### src/rtl/sdram_port_arbiter.sv
// sdram_port_arbiter
//   Shares the single 8-bit SDRAM controller port between the ioctl download
//   writer and two read channels: rd0 is the cassette player and rd1 is the
//   cartridge/ROM fetch. Download writes are buffered in a small FIFO and
//   always win arbitration. The two reads alternate when both are waiting.
//   Only one SDRAM transaction is in flight at a time. A transaction that never
//   sees mem_ready is abandoned after TIMEOUT wait cycles.
//
// Ports
//   clk, reset           system clock and asynchronous active-low reset
//   wr_req/addr/data     one-cycle download write strobe with its address and byte
//   wr_full              write buffer holds WFIFO_DEPTH entries (registered)
//   wr_overflow          sticky flag: a write arrived while the buffer was full
//   rdN_req/addr         one-cycle read strobe; ignored while rdN_busy is high
//   rdN_busy             read pending or in flight
//   rdN_data/valid       read result (held) and its one-cycle update pulse
//   mem_addr/din         SDRAM address and write data, stable from ISSUE to IDLE
//   mem_rd/mem_we        one-cycle SDRAM command strobes
//   mem_dout/mem_ready   SDRAM read data and transaction-complete pulse
//   timeout_err          sticky flag: a transaction timed out
module sdram_port_arbiter #(
  parameter int AW          = 25,
  parameter int WFIFO_DEPTH = 4,
  parameter int TIMEOUT     = 255
) (
  input  logic          clk,
  input  logic          reset,
  input  logic          wr_req,
  input  logic [AW-1:0] wr_addr,
  input  logic [7:0]    wr_data,
  output logic          wr_full,
  output logic          wr_overflow,
  input  logic          rd0_req,
  input  logic [AW-1:0] rd0_addr,
  output logic          rd0_busy,
  output logic [7:0]    rd0_data,
  output logic          rd0_valid,
  input  logic          rd1_req,
  input  logic [AW-1:0] rd1_addr,
  output logic          rd1_busy,
  output logic [7:0]    rd1_data,
  output logic          rd1_valid,
  output logic [AW-1:0] mem_addr,
  output logic [7:0]    mem_din,
  output logic          mem_rd,
  output logic          mem_we,
  input  logic [7:0]    mem_dout,
  input  logic          mem_ready,
  output logic          timeout_err
);

  localparam int PW = $clog2(WFIFO_DEPTH);
  localparam int CW = $clog2(TIMEOUT + 1);

  typedef enum logic [1:0] {IDLE, ISSUE, WAIT} state_t;
  typedef enum logic [1:0] {G_WR, G_RD0, G_RD1} gnt_t;
  typedef struct packed {
    logic [AW-1:0] addr;
    logic [7:0]    data;
  } wentry_t;

  // ---------------- write buffer ----------------
  wentry_t       fifo_mem [WFIFO_DEPTH];
  logic [PW:0]   wptr_q, wptr_d, rptr_q, rptr_d, occ, occ_nx;
  logic          full_q, full_d, ovf_q, ovf_d;
  logic          fifo_empty, push, pop;
  wentry_t       head;

  assign fifo_empty = (wptr_q == rptr_q);
  assign occ        = wptr_q - rptr_q;
  assign head       = fifo_mem[rptr_q[PW-1:0]];
  // A pop in the same cycle frees a slot, so a push to a full buffer still lands.
  assign push       = wr_req && (!full_q || pop);
  assign occ_nx     = occ + (PW+1)'(push) - (PW+1)'(pop);
  assign full_d     = (occ_nx == (PW+1)'(WFIFO_DEPTH));
  assign wptr_d     = wptr_q + (PW+1)'(push);
  assign rptr_d     = rptr_q + (PW+1)'(pop);
  assign ovf_d      = ovf_q | (wr_req & ~push);

  always_ff @(posedge clk) begin
    if (push) fifo_mem[wptr_q[PW-1:0]] <= '{addr: wr_addr, data: wr_data};
  end

  // ---------------- read channels + FSM ----------------
  logic [1:0]          rd_req;
  logic [1:0][AW-1:0]  rd_addr_in;
  logic [1:0]          pend_q, pend_d;
  logic [1:0][AW-1:0]  raddr_q, raddr_d;
  logic [1:0][7:0]     rdata_q, rdata_d;
  logic [1:0]          valid_q, valid_d;

  state_t         state_q, state_d;
  gnt_t           gnt_q, gnt_d;
  logic           rr_q, rr_d;          // 0: rd0 wins the next contested grant
  logic [CW-1:0]  cnt_q, cnt_d;
  logic [AW-1:0]  maddr_q, maddr_d;
  logic [7:0]     mdin_q, mdin_d;
  logic           mrd_q, mrd_d, mwe_q, mwe_d;
  logic           terr_q, terr_d;
  logic           sel, fin, gch;
  logic [7:0]     fin_val;

  assign rd_req     = {rd1_req, rd0_req};
  assign rd_addr_in = {rd1_addr, rd0_addr};
  assign gch        = (gnt_q == G_RD1);

  always_comb begin
    state_d = state_q;
    gnt_d   = gnt_q;
    rr_d    = rr_q;
    cnt_d   = cnt_q;
    maddr_d = maddr_q;
    mdin_d  = mdin_q;
    mrd_d   = 1'b0;
    mwe_d   = 1'b0;
    pop     = 1'b0;
    pend_d  = pend_q;
    raddr_d = raddr_q;
    rdata_d = rdata_q;
    valid_d = '0;
    terr_d  = terr_q;
    sel     = 1'b0;
    fin     = 1'b0;
    fin_val = 8'h00;

    for (int i = 0; i < 2; i++) begin
      if (rd_req[i] && !pend_q[i]) begin
        pend_d[i]  = 1'b1;
        raddr_d[i] = rd_addr_in[i];
      end
    end

    case (state_q)
      IDLE: begin
        if (!fifo_empty) begin
          pop     = 1'b1;
          gnt_d   = G_WR;
          maddr_d = head.addr;
          mdin_d  = head.data;
          mwe_d   = 1'b1;
          state_d = ISSUE;
        end else if (|pend_q) begin
          // Pointer only moves on a contested grant; a lone read goes straight through.
          if (&pend_q) begin
            sel  = rr_q;
            rr_d = ~rr_q;
          end else begin
            sel = pend_q[1];
          end
          gnt_d   = sel ? G_RD1 : G_RD0;
          maddr_d = raddr_q[sel];
          mdin_d  = 8'h00;
          mrd_d   = 1'b1;
          state_d = ISSUE;
        end
      end
      ISSUE: begin
        cnt_d   = '0;
        state_d = WAIT;
      end
      WAIT: begin
        if (mem_ready) begin
          fin     = 1'b1;
          fin_val = mem_dout;
        end else if (cnt_q == CW'(TIMEOUT - 1)) begin
          // Last of TIMEOUT wait cycles: give up; reads report 0xFF.
          fin     = 1'b1;
          fin_val = 8'hFF;
          terr_d  = 1'b1;
        end else begin
          cnt_d = cnt_q + CW'(1);
        end
      end
      default: state_d = IDLE;
    endcase

    if (fin) begin
      state_d = IDLE;
      if (gnt_q != G_WR) begin
        rdata_d[gch] = fin_val;
        valid_d[gch] = 1'b1;
        pend_d[gch]  = 1'b0;
      end
    end
  end

  always_ff @(posedge clk or negedge reset) begin
    if (!reset) begin
      wptr_q  <= '0;
      rptr_q  <= '0;
      full_q  <= 1'b0;
      ovf_q   <= 1'b0;
      state_q <= IDLE;
      gnt_q   <= G_WR;
      rr_q    <= 1'b0;
      cnt_q   <= '0;
      maddr_q <= '0;
      mdin_q  <= '0;
      mrd_q   <= 1'b0;
      mwe_q   <= 1'b0;
      pend_q  <= '0;
      raddr_q <= '0;
      rdata_q <= '0;
      valid_q <= '0;
      terr_q  <= 1'b0;
    end else begin
      wptr_q  <= wptr_d;
      rptr_q  <= rptr_d;
      full_q  <= full_d;
      ovf_q   <= ovf_d;
      state_q <= state_d;
      gnt_q   <= gnt_d;
      rr_q    <= rr_d;
      cnt_q   <= cnt_d;
      maddr_q <= maddr_d;
      mdin_q  <= mdin_d;
      mrd_q   <= mrd_d;
      mwe_q   <= mwe_d;
      pend_q  <= pend_d;
      raddr_q <= raddr_d;
      rdata_q <= rdata_d;
      valid_q <= valid_d;
      terr_q  <= terr_d;
    end
  end

  assign wr_full     = full_q;
  assign wr_overflow = ovf_q;
  assign rd0_busy    = pend_q[0];
  assign rd1_busy    = pend_q[1];
  assign rd0_data    = rdata_q[0];
  assign rd1_data    = rdata_q[1];
  assign rd0_valid   = valid_q[0];
  assign rd1_valid   = valid_q[1];
  assign mem_addr    = maddr_q;
  assign mem_din     = mdin_q;
  assign mem_rd      = mrd_q;
  assign mem_we      = mwe_q;
  assign timeout_err = terr_q;

endmodule

### config.mk
export PLATFORM = sky130hd
export DESIGN_NAME = sdram_port_arbiter
export DESIGN_NICKNAME = d
export VERILOG_FILES = /design/src/rtl/sdram_port_arbiter.sv
export SDC_FILE = /design/constraint.sdc
export NUM_CORES = 1
export LEC_CHECK = 0
export ABC_AREA = 1
export CAP_MARGIN = 10
export CORE_UTILIZATION = 40
export DETAILED_ROUTE_END_ITERATION = 10
export DONT_BUFFER_PORTS = 1
export PLACE_DENSITY = 0.63
export RECOVER_POWER = 25
export SLEW_MARGIN = 5
export SYNTH_ARGS = -nofsm -noshare
export SYNTH_HDL_FRONTEND = slang
export SYNTH_SLANG_ARGS = --single-unit
### constraint.sdc
create_clock -name clk -period 3.44 [get_ports clk]
set_clock_uncertainty 0.15 [all_clocks]
set_input_delay 0.344 -clock clk [delete_from_list [all_inputs] [get_ports clk]]
set_output_delay 0.344 -clock clk [all_outputs]
set_load 0.01 [all_outputs]
==> flow_summary_export.csv <==
group,metric,value,unit
global_routing,grt_first_pass_wirelength,42000,um
clock_network,cts-resized-gates,0,
synthesis,syn_nets,1211,
final_layout,nets,1303,
worst_setup_path,worst_setup_path_end_kind,"register",
sta,max_slew.worst_pin.slew,1.78,ns
drt,firstDrtPassIters,5,
worst_setup_path,cp_num_cells,9,
worst_setup_path,crit_fanout,12,
power_and_ir_drop,finalPower,0.0122,W
sta,worst_slack,0.762,ns
final_layout,areaGrowthSynthToFinish,19.7,%
synthesis,syn_area_per_cell,10.4,sq um
synthesis,yosysSeqAreaShare,62.2,%
synthesis,synth_edf_count,132,
synthesis,synth_top_area_cell,"edfxtp_1",
clock_network,clockBufferDepth,3,
clock_network,cts_root_buffer,"clkbuf_16",
global_routing,grt_start_max_net_pins,128,
synthesis,synth_common_cells,"nand2_1 (386), edfxtp_1 (132), dfrtp_1 (127)",
sta,totalNegativeSetupSlack,0,ns
status,outcome,"complete, but fails checks",
synthesis,synth_ff_type,"edfxtp_1",
clock_network,cts_max_level,1,
clock_network,cts_setup_buffers,0,
drt,routed_via_density,4.80,
worst_setup_path,critPathTopFamily,"adder cells",
sta,finalHoldViolations,0,
worst_setup_path,cp_cell_sequence,"xnor2_1, nand3_4, nand2_4, fa_1, fa_1, ha_1, xnor2_1, xor2_1, nor3_1",
sta,finalSetupViolCount,0,
hold_path,min_path_type,"in -> reg",
drt,drc,0,
placement,io_buffers,0,
synthesis,synthCells,1103,
synthesis,synth.distinct_cells,30,
synthesis,yosys_warnings,0,
sta,relSlewSlack,-18.7,%
clock_network,clock_sinks,259,
floorplan,chipHeight,171,um
global_routing,grt_pass1_vias,7493,
worst_setup_path,critPathSlowestCell,"dfrtp_1",
synthesis,synth_top_area_share,34.5,%
worst_setup_path,setup.worst_path.start,"rptr_q[1]$_DFF_PN0_",
drt,via_count,7672,
floorplan,core_area,28000,sq um
clock_network,hold_buffers,97,
worst_setup_path,critical_path_arrival,2.97,ns
global_routing,grt_util_all_layers,18.6,%
clock_network,clock_latency,0.56,ns
clock_network,cts-buffers-inserted,29,
floorplan,die_area,29400,sq um
worst_setup_path,crit_buf_inv,0,
drt,wirelength,27000,um
global_routing,antenna_found_initial,3,
final_layout,fin_cells,1599,
placement,dp_hpwl,17300,um
floorplan,io_pins,155,
final_layout,fin_util,49.1,%
worst_setup_path,setup.worst_path.end,"wr_full$_DFF_PN0_",
sta,period_share,77.9,%
drt,first_iter_violations,476,
floorplan,dieWidth,171,um
power_and_ir_drop,leakage,6.22,nW
floorplan,num_rows,61,
power_and_ir_drop,ir_drop,0.550,mV
global_routing,grt_overflow,0,
worst_setup_path,cp.required,3.73,ns
worst_setup_path,regToRegSetupSlack,0.76,ns
sta,rsz0062_at_grt,"no",
sta,maxSlewViolCount,128,
power_and_ir_drop,power_density,886,nW/um^2
synthesis,synth_seq_cells,259,
clock_network,clk_pin_slew,0.06,ns
placement,post-place-cells,1445,
synthesis,async_reset_ff_share,49.0,%
floorplan,floorplan.initialDensity,41.0,%
worst_setup_path,rr_endpoint,"wr_full$_DFF_PN0_",
worst_setup_path,worstSetupStartpointType,"register",
drt,ant_nets,0,
worst_setup_path,timing.rr.start,"rptr_q[1]$_DFF_PN0_",
flow_run,drv_cap,1,
synthesis,ys_top_cells_by_area,"edfxtp_1 (35%), dfrtp_1 (28%), nand2_1 (13%), mux2_2 (4.9%), nand3_1 (3.7%)",
status,violations,"capacitance limit, slew limit",
worst_setup_path,r2r_cells,9,
placement,place_ws,0.763,ns
clock_network,cts_tree,"done",
worst_setup_path,critPathKind,"reg -> reg",
sta,clock.fmax,373,MHz
worst_setup_path,max_stage_delay,0.62,ns
synthesis,synth_most_common_cell,"nand2_1",
final_layout,layout-drive-gt1-share,16.1,%
drt,wl_per_cell,16.9,um
synthesis,syn-cell-area,11500,sq um
final_layout,fillers,2535,
placement,gp_congestion,0.784,
sta,final.min_clock_period,2.68,ns
## cell usage in the layout, fill, tap and decap left out, drive strengths merged, types with 16 or more instances in the layout
cell,n
clkbuf,44
inv,82
dlygate4sd3,96
dfrtp,127
nor2,66
edfxtp,132
mux2,50
o21ai,16
nand3,115
or2,34
nand2,393
nand4,18
## report_power, final
| group | total, W | leakage (nW) | switching [W] | internal, W |
|---|---|---|---|---|
| logic | 0.00405 | 2.91 | 0.00261 | 0.00144 |
| clock network | 0.00310 | 0.473 | 0.00128 | 0.00183 |
| registers | 0.00504 | 2.83 | 0.000780 | 0.00426 |
## cell families after synthesis
logic type               Yosys count  share of synthesized area (%)
adder cells (fa/ha/maj)           11                           1.33
AND/OR/NAND/NOR                  628                           24.6
flip-flops                       259                           62.2
XOR/XNOR                           9                          0.686
buffers and inverters            129                           5.48
multiplexers                      50                           4.90
AO/OA/AOI/OAI                     17                          0.795
## through the flow
step                hold slack, ns  area, sq um
global route                 0.102        13700
detailed placement         -0.0970        11800
finish                      0.0933        13800
CTS                         0.0661        13800
global placement           -0.0980        11800
floorplan                   -0.102        11500
## worst min path at each step
stage | startpoint | end | depth (start not counted)
2_1_floorplan | reset | cnt_q[0]$_DFFE_PN0P_ | 0
3_3_place_gp | reset | mem_din[6]$_DFFE_PN0P_ | 0
3_5_place_dp | reset | mem_we$_DFF_PN0_ | 0
4_1_cts | wr_req | wptr_q[0]$_DFF_PN0_ | 3
5_1_grt | wr_req | wptr_q[0]$_DFF_PN0_ | 3
6_report | wr_req | wptr_q[0]$_DFF_PN0_ | 3
## cell type report
cell class                 instances  area (sq um)  share of cell area (%)
clock inverter                    11           106                   0.773
antenna                            3          7.51                  0.0546
timing repair buffer             111          1110                    8.08
inverter                          79           302                    2.19
multi-input combinational        715          3750                    27.2
tap                              378           473                    3.44
sequential                       259          7150                    52.0
clock buffer                      43           862                    6.27
## routing by layer
layer,wire length (um),global-route usage (%),vias up,part of all wire (%)
met5,13,0,-,0.048
met1,11600,24.2,3660,43
met2,12600,29.5,191,47
li1,-,-,3774,-
met3,2130,6.19,45,7.9
met4,742,5.40,2,2.7
## registers in the layout, indices dropped and copies added (netlist names)
name,count
mem_addr,25
cnt_q,8
mem_rd,1
rd0_data,8
rr_q,1
valid_q,2
wptr_q,3
rd1_data,8
mem_we,1
pend_q,2
state_q,2
timeout_err,1
mem_din,8
raddr_q,50
rptr_q,3
gnt_q,2
wr_overflow,1
fifo_mem,132
wr_full,1
## worst register-to-register path: stages, from the launching register on
cell and delay (ns):
dfrtp_1 0.62, xnor2_1 0.20, nand3_4 0.11, nand2_4 0.05, fa_1 0.38, fa_1 0.45, ha_1 0.22, xnor2_1 0.17
xor2_1 0.17, nor3_1 0.06
Note: power is estimated with default switching activity, not from simulation.
